`src/rtl/average_stream_reader.sv`:
```
// average_stream_reader
// Consumer of the moving-average filter output. The incoming two's-complement
// average stream is decimated by DECIM, and each kept sample is converted to a
// C_DATA_WIDTH-bit word. The word is buffered in a 2^FIFO_AW-deep FIFO and
// presented on a valid/ready handshake. A kept sample that finds the FIFO full,
// with no pop in the same cycle, is counted as a drop.
//
// Optional feature macro: AVG_RD_SATURATE_EN
//   defined   : out-of-range samples clamp to the largest/smallest output word
//   undefined : plain truncation to the low C_DATA_WIDTH bits
module average_stream_reader #(
    parameter int IN_WIDTH     = 26,
    parameter int C_DATA_WIDTH = 16,
    parameter int DECIM        = 10,
    parameter int FIFO_AW      = 4
) (
    input  logic                    clk,
    input  logic                    rst,
    input  logic [IN_WIDTH-1:0]     avg_in,
    input  logic                    avg_in_valid,
    output logic [C_DATA_WIDTH-1:0] m_tdata,
    output logic                    m_tvalid,
    input  logic                    m_tready,
    output logic [FIFO_AW:0]        fifo_level,
    output logic [15:0]             drop_count,
    output logic                    overflow
);

    localparam int               DEPTH      = 1 << FIFO_AW;
    localparam logic [9:0]       DCNT_LAST  = 10'(DECIM - 1);
    localparam logic [FIFO_AW:0] LEVEL_FULL = (FIFO_AW + 1)'(DEPTH);

    // Decimation and conversion stage
    logic [9:0]              dcnt_r;
    logic                    keep_s;
    logic [C_DATA_WIDTH-1:0] conv_word_s;
    logic [C_DATA_WIDTH-1:0] conv_data_r;
    logic                    conv_valid_r;

    // FIFO state
    logic [C_DATA_WIDTH-1:0] mem_r [DEPTH];
    logic [FIFO_AW-1:0]      wr_ptr_r;
    logic [FIFO_AW-1:0]      rd_ptr_r;
    logic [FIFO_AW:0]        level_r;
    logic [FIFO_AW:0]        level_nxt_s;
    logic                    empty_s;
    logic                    full_s;
    logic                    pop_s;
    logic                    push_s;
    logic                    drop_s;
    logic [15:0]             drop_count_r;
    logic                    overflow_r;

    // A sample is kept when it arrives while the decimation counter sits at zero
    always_comb begin
        keep_s = 1'b0;
        if (avg_in_valid && (dcnt_r == 10'd0)) begin
            keep_s = 1'b1;
        end else begin
            keep_s = 1'b0;
        end
    end

    // Decimation counter: advances on every input strobe, wraps at DECIM-1
    always_ff @(posedge clk) begin
        if (rst) begin
            dcnt_r <= 10'd0;
        end else if (avg_in_valid) begin
            if (dcnt_r == DCNT_LAST) begin
                dcnt_r <= 10'd0;
            end else begin
                dcnt_r <= dcnt_r + 10'd1;
            end
        end else begin
            dcnt_r <= dcnt_r;
        end
    end

`ifdef AVG_RD_SATURATE_EN
    // Bits above the output sign bit must all equal the sign for the value to fit
    logic [IN_WIDTH-C_DATA_WIDTH:0] sign_ext_s;
    assign sign_ext_s = avg_in[IN_WIDTH-1:C_DATA_WIDTH-1];

    // Clamp out-of-range samples to the most positive / most negative output word
    always_comb begin
        conv_word_s = avg_in[C_DATA_WIDTH-1:0];
        if ((sign_ext_s == {(IN_WIDTH-C_DATA_WIDTH+1){1'b0}}) ||
            (sign_ext_s == {(IN_WIDTH-C_DATA_WIDTH+1){1'b1}})) begin
            conv_word_s = avg_in[C_DATA_WIDTH-1:0];
        end else if (avg_in[IN_WIDTH-1]) begin
            conv_word_s = {1'b1, {(C_DATA_WIDTH-1){1'b0}}};
        end else begin
            conv_word_s = {1'b0, {(C_DATA_WIDTH-1){1'b1}}};
        end
    end
`else
    // Upper input bits are intentionally ignored when truncating
    logic unused_hi_s;
    assign unused_hi_s = ^avg_in[IN_WIDTH-1:C_DATA_WIDTH];

    // Plain truncation: upstream range is known to fit the output word
    always_comb begin
        conv_word_s = avg_in[C_DATA_WIDTH-1:0];
    end
`endif

    // Conversion register: one-cycle valid pulse per kept sample
    always_ff @(posedge clk) begin
        if (rst) begin
            conv_valid_r <= 1'b0;
            conv_data_r  <= {C_DATA_WIDTH{1'b0}};
        end else begin
            conv_valid_r <= keep_s;
            if (keep_s) begin
                conv_data_r <= conv_word_s;
            end else begin
                conv_data_r <= conv_data_r;
            end
        end
    end

    // FIFO control: a full FIFO still accepts a word when it pops in the same cycle
    always_comb begin
        empty_s     = (level_r == {(FIFO_AW+1){1'b0}});
        full_s      = (level_r == LEVEL_FULL);
        pop_s       = (!empty_s) && m_tready;
        push_s      = conv_valid_r && ((!full_s) || pop_s);
        drop_s      = conv_valid_r && (!push_s);
        level_nxt_s = level_r;
        case ({push_s, pop_s})
            2'b10:   level_nxt_s = level_r + (FIFO_AW + 1)'(1);
            2'b01:   level_nxt_s = level_r - (FIFO_AW + 1)'(1);
            default: level_nxt_s = level_r;
        endcase
    end

    // Storage and write pointer; storage is cleared so m_tdata reads zero after reset
    always_ff @(posedge clk) begin
        if (rst) begin
            for (int i = 0; i < DEPTH; i++) begin
                mem_r[i] <= {C_DATA_WIDTH{1'b0}};
            end
            wr_ptr_r <= {FIFO_AW{1'b0}};
        end else if (push_s) begin
            mem_r[wr_ptr_r] <= conv_data_r;
            wr_ptr_r        <= wr_ptr_r + FIFO_AW'(1);
        end else begin
            wr_ptr_r <= wr_ptr_r;
        end
    end

    // Read pointer and occupancy
    always_ff @(posedge clk) begin
        if (rst) begin
            rd_ptr_r <= {FIFO_AW{1'b0}};
            level_r  <= {(FIFO_AW+1){1'b0}};
        end else begin
            if (pop_s) begin
                rd_ptr_r <= rd_ptr_r + FIFO_AW'(1);
            end else begin
                rd_ptr_r <= rd_ptr_r;
            end
            level_r <= level_nxt_s;
        end
    end

    // Drop accounting: saturating counter plus sticky overflow flag
    always_ff @(posedge clk) begin
        if (rst) begin
            drop_count_r <= 16'd0;
            overflow_r   <= 1'b0;
        end else if (drop_s) begin
            if (drop_count_r != 16'hFFFF) begin
                drop_count_r <= drop_count_r + 16'd1;
            end else begin
                drop_count_r <= drop_count_r;
            end
            overflow_r <= 1'b1;
        end else begin
            drop_count_r <= drop_count_r;
            overflow_r   <= overflow_r;
        end
    end

    assign m_tdata    = mem_r[rd_ptr_r];
    assign m_tvalid   = !empty_s;
    assign fifo_level = level_r;
    assign drop_count = drop_count_r;
    assign overflow   = overflow_r;

endmodule

```
`config.mk`:
```
export PLATFORM = sky130hd
export DESIGN_NAME = average_stream_reader
export DESIGN_NICKNAME = d
export VERILOG_FILES = /design/src/rtl/average_stream_reader.sv
export SDC_FILE = /design/constraint.sdc
export NUM_CORES = 1
export LEC_CHECK = 0
export BUFFER_PORTS_ARGS = -buffer_cell sky130_fd_sc_hd__buf_2
export CAP_MARGIN = 20
export CORE_MARGIN = 5
export CORE_UTILIZATION = 35
export CTS_BUF_LIST = sky130_fd_sc_hd__clkbuf_4
export CTS_CLUSTER_SIZE = 12
export DETAILED_ROUTE_END_ITERATION = 8
export GPL_ROUTABILITY_DRIVEN = 0
export PLACE_DENSITY = 0.61
export SLEW_MARGIN = 15
export SYNTH_ARGS = -nofsm -noshare
export SYNTH_HDL_FRONTEND = slang
export SYNTH_SLANG_ARGS = --single-unit
```
`constraint.sdc`:
```
create_clock -name clk -period 2.48 [get_ports clk]
set_clock_uncertainty 0.15 [all_clocks]
set_input_delay 0 -clock clk [delete_from_list [all_inputs] [get_ports clk]]
set_output_delay 0 -clock clk [all_outputs]
set_load 0.05 [all_outputs]
```
==> key figures <==
Outcome
  – Status: finished, violations left
  – Failing checks: setup timing

Yosys
  – Post-synthesis area per instance: between 10 and 15 um^2
  – YS warnings: 0
  – Synthesized instance count: 978
  – Synth cell types: 52
  – Flip-flop and latch count after synthesis: approximately 320
  – Synth top area cells: edfxtp_1, mux4_2, and2_1, dfxtp_1, nor2_1
  – Post-Synthesis Net Count: 1021
  – Cell Area, Synth: approximately 14000 um^2
  – Post-synth EDFFs: ~260
  – Most common cell in the synthesized netlist: and2_1
  – Primary FF master, synth: edfxtp_1
  – Area share of the largest cell type after synthesis: a little over half
  – Post-synthesis sequential area ratio: 62.2%
  – Post-synthesis async set-or-reset flop share: 0%
  – Yosys top cell by area: edfxtp_1
  – Post-synth top cells: and2_1, edfxtp_1, mux4_2

STA
  – Crit path time final: between 2 and 3 ns
  – Sum of negative setup slack: -5.04 ns
  – Tcrit/Tclk final: 114%
  – Setup Viol. Count Final: 17
  – Final hold violation count: 0
  – Unrepaired setup endpoints after global routing: yes
  – Fmax: about 350 MHz
  – Worst rel slew slack: roughly 52%
  – Final Max Slew Viols: 0
  – Hold slack final: roughly 0.076 ns
  – Setup WS post-layout: -0.346 ns
  – Worst-margin pin slew: 0.718 ns

Cells and area
  – Area Growth Syn to Fin: 21.3%
  – Proportion of layout cells with a drive suffix above 1: 30.8%
  – Fillers: between 3000 and 4000
  – NumNets Final: approximately 1200

Place
  – Port Buffer Count: 58
  – DP Wirelength: ~21 mm

Power and ir drop
  – Power density cells: 851 nW/um^2
  – Leakage power total: ~6.6 nW
  – Worst IR Drop VDD: around 0.76 mV
  – Power, Total: ~15 mW

Clock tree
  – Max H-tree Level: 3
  – Total CTS buffers: between 80 and 90
  – CTS Sinks: 317
  – CTS root buf: clkbuf_4
  – CTS tree: built
  – Clock Tree Buf Depth: 3
  – Clock transition at path regs: ~0.060 ns
  – Clock latency on the worst-skew pair: about 0.7 ns

Global routing
  – Initial antenna violation count: 2
  – First-pass GRT wire length: 53.3 mm
  – Vias in the first global route: roughly 9200
  – All-layer global routing usage: 15.6%
  – GR Overflow Total: 0
  – Pin count of the biggest net entering global routing: a little over 70

Detailed routing
  – Drc violations: 0
  – DR vias/cell: ~4.9
  – Wire per inst: roughly 20 um
  – Iter 0 DRT Violations: between 500 and 600
  – Detailed Routing Iterations Pass 1: 5
  – DRT Wirelength: around 34 mm
  – Post-route ant nets: 0
  – Via count: 8568

Die
  – Die X: between 200 and 250 um
  – Die Y: approximately 210 um
  – Placement Rows: 74
  – CORE AREA: about 41000 um^2
  – Die area: roughly 45000 um^2
  – Number of I/O pins: 69
  – Initial Utilization: a little over a third

Flow run
  – Max cap viols: 0

Worst hold path
  – Worst Hold Path EP: dcnt_r[0]
  – Hold_sp: avg_in_valid
  – Type of the worst min-delay path: in -> reg
  – Hold Crit Depth: 4

Critical path
  – Crit path launch type: flop
  – Critical Path RT: between 2 and 2.5 ns
  – Worst Reg-to-Reg Cells: 10
  – CP arrival: about 2.7 ns
  – Critical R2R Launch: fifo_level[1]
  – Crit-path max FO: 5
  – Worst setup EP type: output port
  – Worst r2r dst: fifo_level[4]
  – Setup Crit Path Kind: reg -> out
  – Reg2Reg Setup Slack: -0.05 ns
==> cell type report <==
type                       instances  area [um^2]  area share (%)
antenna                            2         5.00          0.0288
clock buffer                     127          953            5.48
clock inverter                    18         81.3           0.468
inverter                           8         30.0           0.173
multi-input combinational        588         5180            29.8
sequential                       317         8920            51.3
tap                              532          666            3.83
timing repair buffer             164         1550            8.90
==> sequential cells by signal, summed over array words and instances, names as in the netlist, named ones only <==
signal and count:
dcnt_r 10, wr_ptr_r 4, drop_count 16, overflow 1, mem_r 256, rd_ptr_r 4, conv_valid_r 1, conv_data_r 16
fifo_level 5
==> what timing repair did <==
action | CTS | global route
resized for setup | 45 | 4
endpoints found under the hold margin | 60 | 0
pin swaps | 0 | 3
setup endpoints to repair | 17 | 18
buffers inserted | 8 | 1
hold buffers | 52 | 0
cloned | 6 | 0
==> report_power, final <==
| group | internal (mW) | switching [mW] | total, mW |
|---|---|---|---|
| registers | 5.99 | 0.209 | 6.20 |
| clock network | 2.33 | 2.11 | 4.44 |
| logic | 2.07 | 2.08 | 4.15 |
| total | 10.4 | 4.40 | 14.8 |
==> stage by stage <==
step,std cells,util [%],cell area (um^2),worst slack [ns]
global placement,1544,38.0,15400,-0.0413
global route,1756,42.8,17400,-0.447
floorplan,978,-,14400,-0.132
CTS,1755,42.8,17400,-0.435
finish,1756,42.8,17400,-0.346
detailed placement,1544,38.0,15400,-0.0362
==> cell families (layout without fill, tap and decap cells) <==
logic type	count (synthesis)	count (layout)	synth area share, %
compound gates	24	24	1.28
xor+xnor	24	24	1.47
fa+ha+maj	13	13	1.19
buf+inv	73	317	2.00
flops	317	317	62.2
mux	106	106	14.5
other cells	0	2	0
simple gates	421	421	17.4
==> placed cells by master (no fill, tap or decap), types with 13 or more instances in the layout <==
| master | instances |
|---|---|
| clkbuf_4 | 127 |
| buf_2 | 42 |
| mux4_2 | 80 |
| and2_1 | 258 |
| nand2_1 | 14 |
| edfxtp_1 | 256 |
| mux2i_1 | 21 |
| nor2_1 | 69 |
| xnor2_1 | 18 |
| clkinv_1 | 13 |
| or2_2 | 16 |
| dlygate4sd3_1 | 52 |
| buf_6 | 13 |
| buf_4 | 38 |
| nand3_1 | 14 |
| dfxtp_1 | 55 |
==> layer usage <==
metal	GRT usage [%]	vias to the layer above	routed length, um	share of wire (%)
li1	-	3985	-	-
met1	19.4	4259	14000	41
met2	26.5	264	17400	51
met3	3.31	60	1890	5.5
met4	6.84	0	1080	3.1
met5	0	-	0	0
==> how the worst max path moves through the flow <==
| stage | endpoint | startpoint | cells after the start | slack (ns) |
|---|---|---|---|---|
| after floorplan | fifo_level[4] | fifo_level[1] | 10 | -0.13 |
| after global placement | fifo_level[4] | fifo_level[1] | 10 | -0.04 |
| after detailed placement | fifo_level[4] | fifo_level[1] | 10 | -0.04 |
| after CTS | m_tdata[2] | flop | 6 | -0.44 |
| after global routing | m_tdata[8] | flop | 6 | -0.45 |
| final | m_tdata[13] | flop | 6 | -0.35 |
==> worst max-delay path: stages, from the launching register on <==
cell and delay [ns]:
dfxtp_4 0.36, buf_12 0.14, buf_12 0.13, buf_16 0.13, mux4_2 0.48, mux4_2 0.55
buf_6 0.19
No activity file was read; power rests on OpenSTA's default activity.
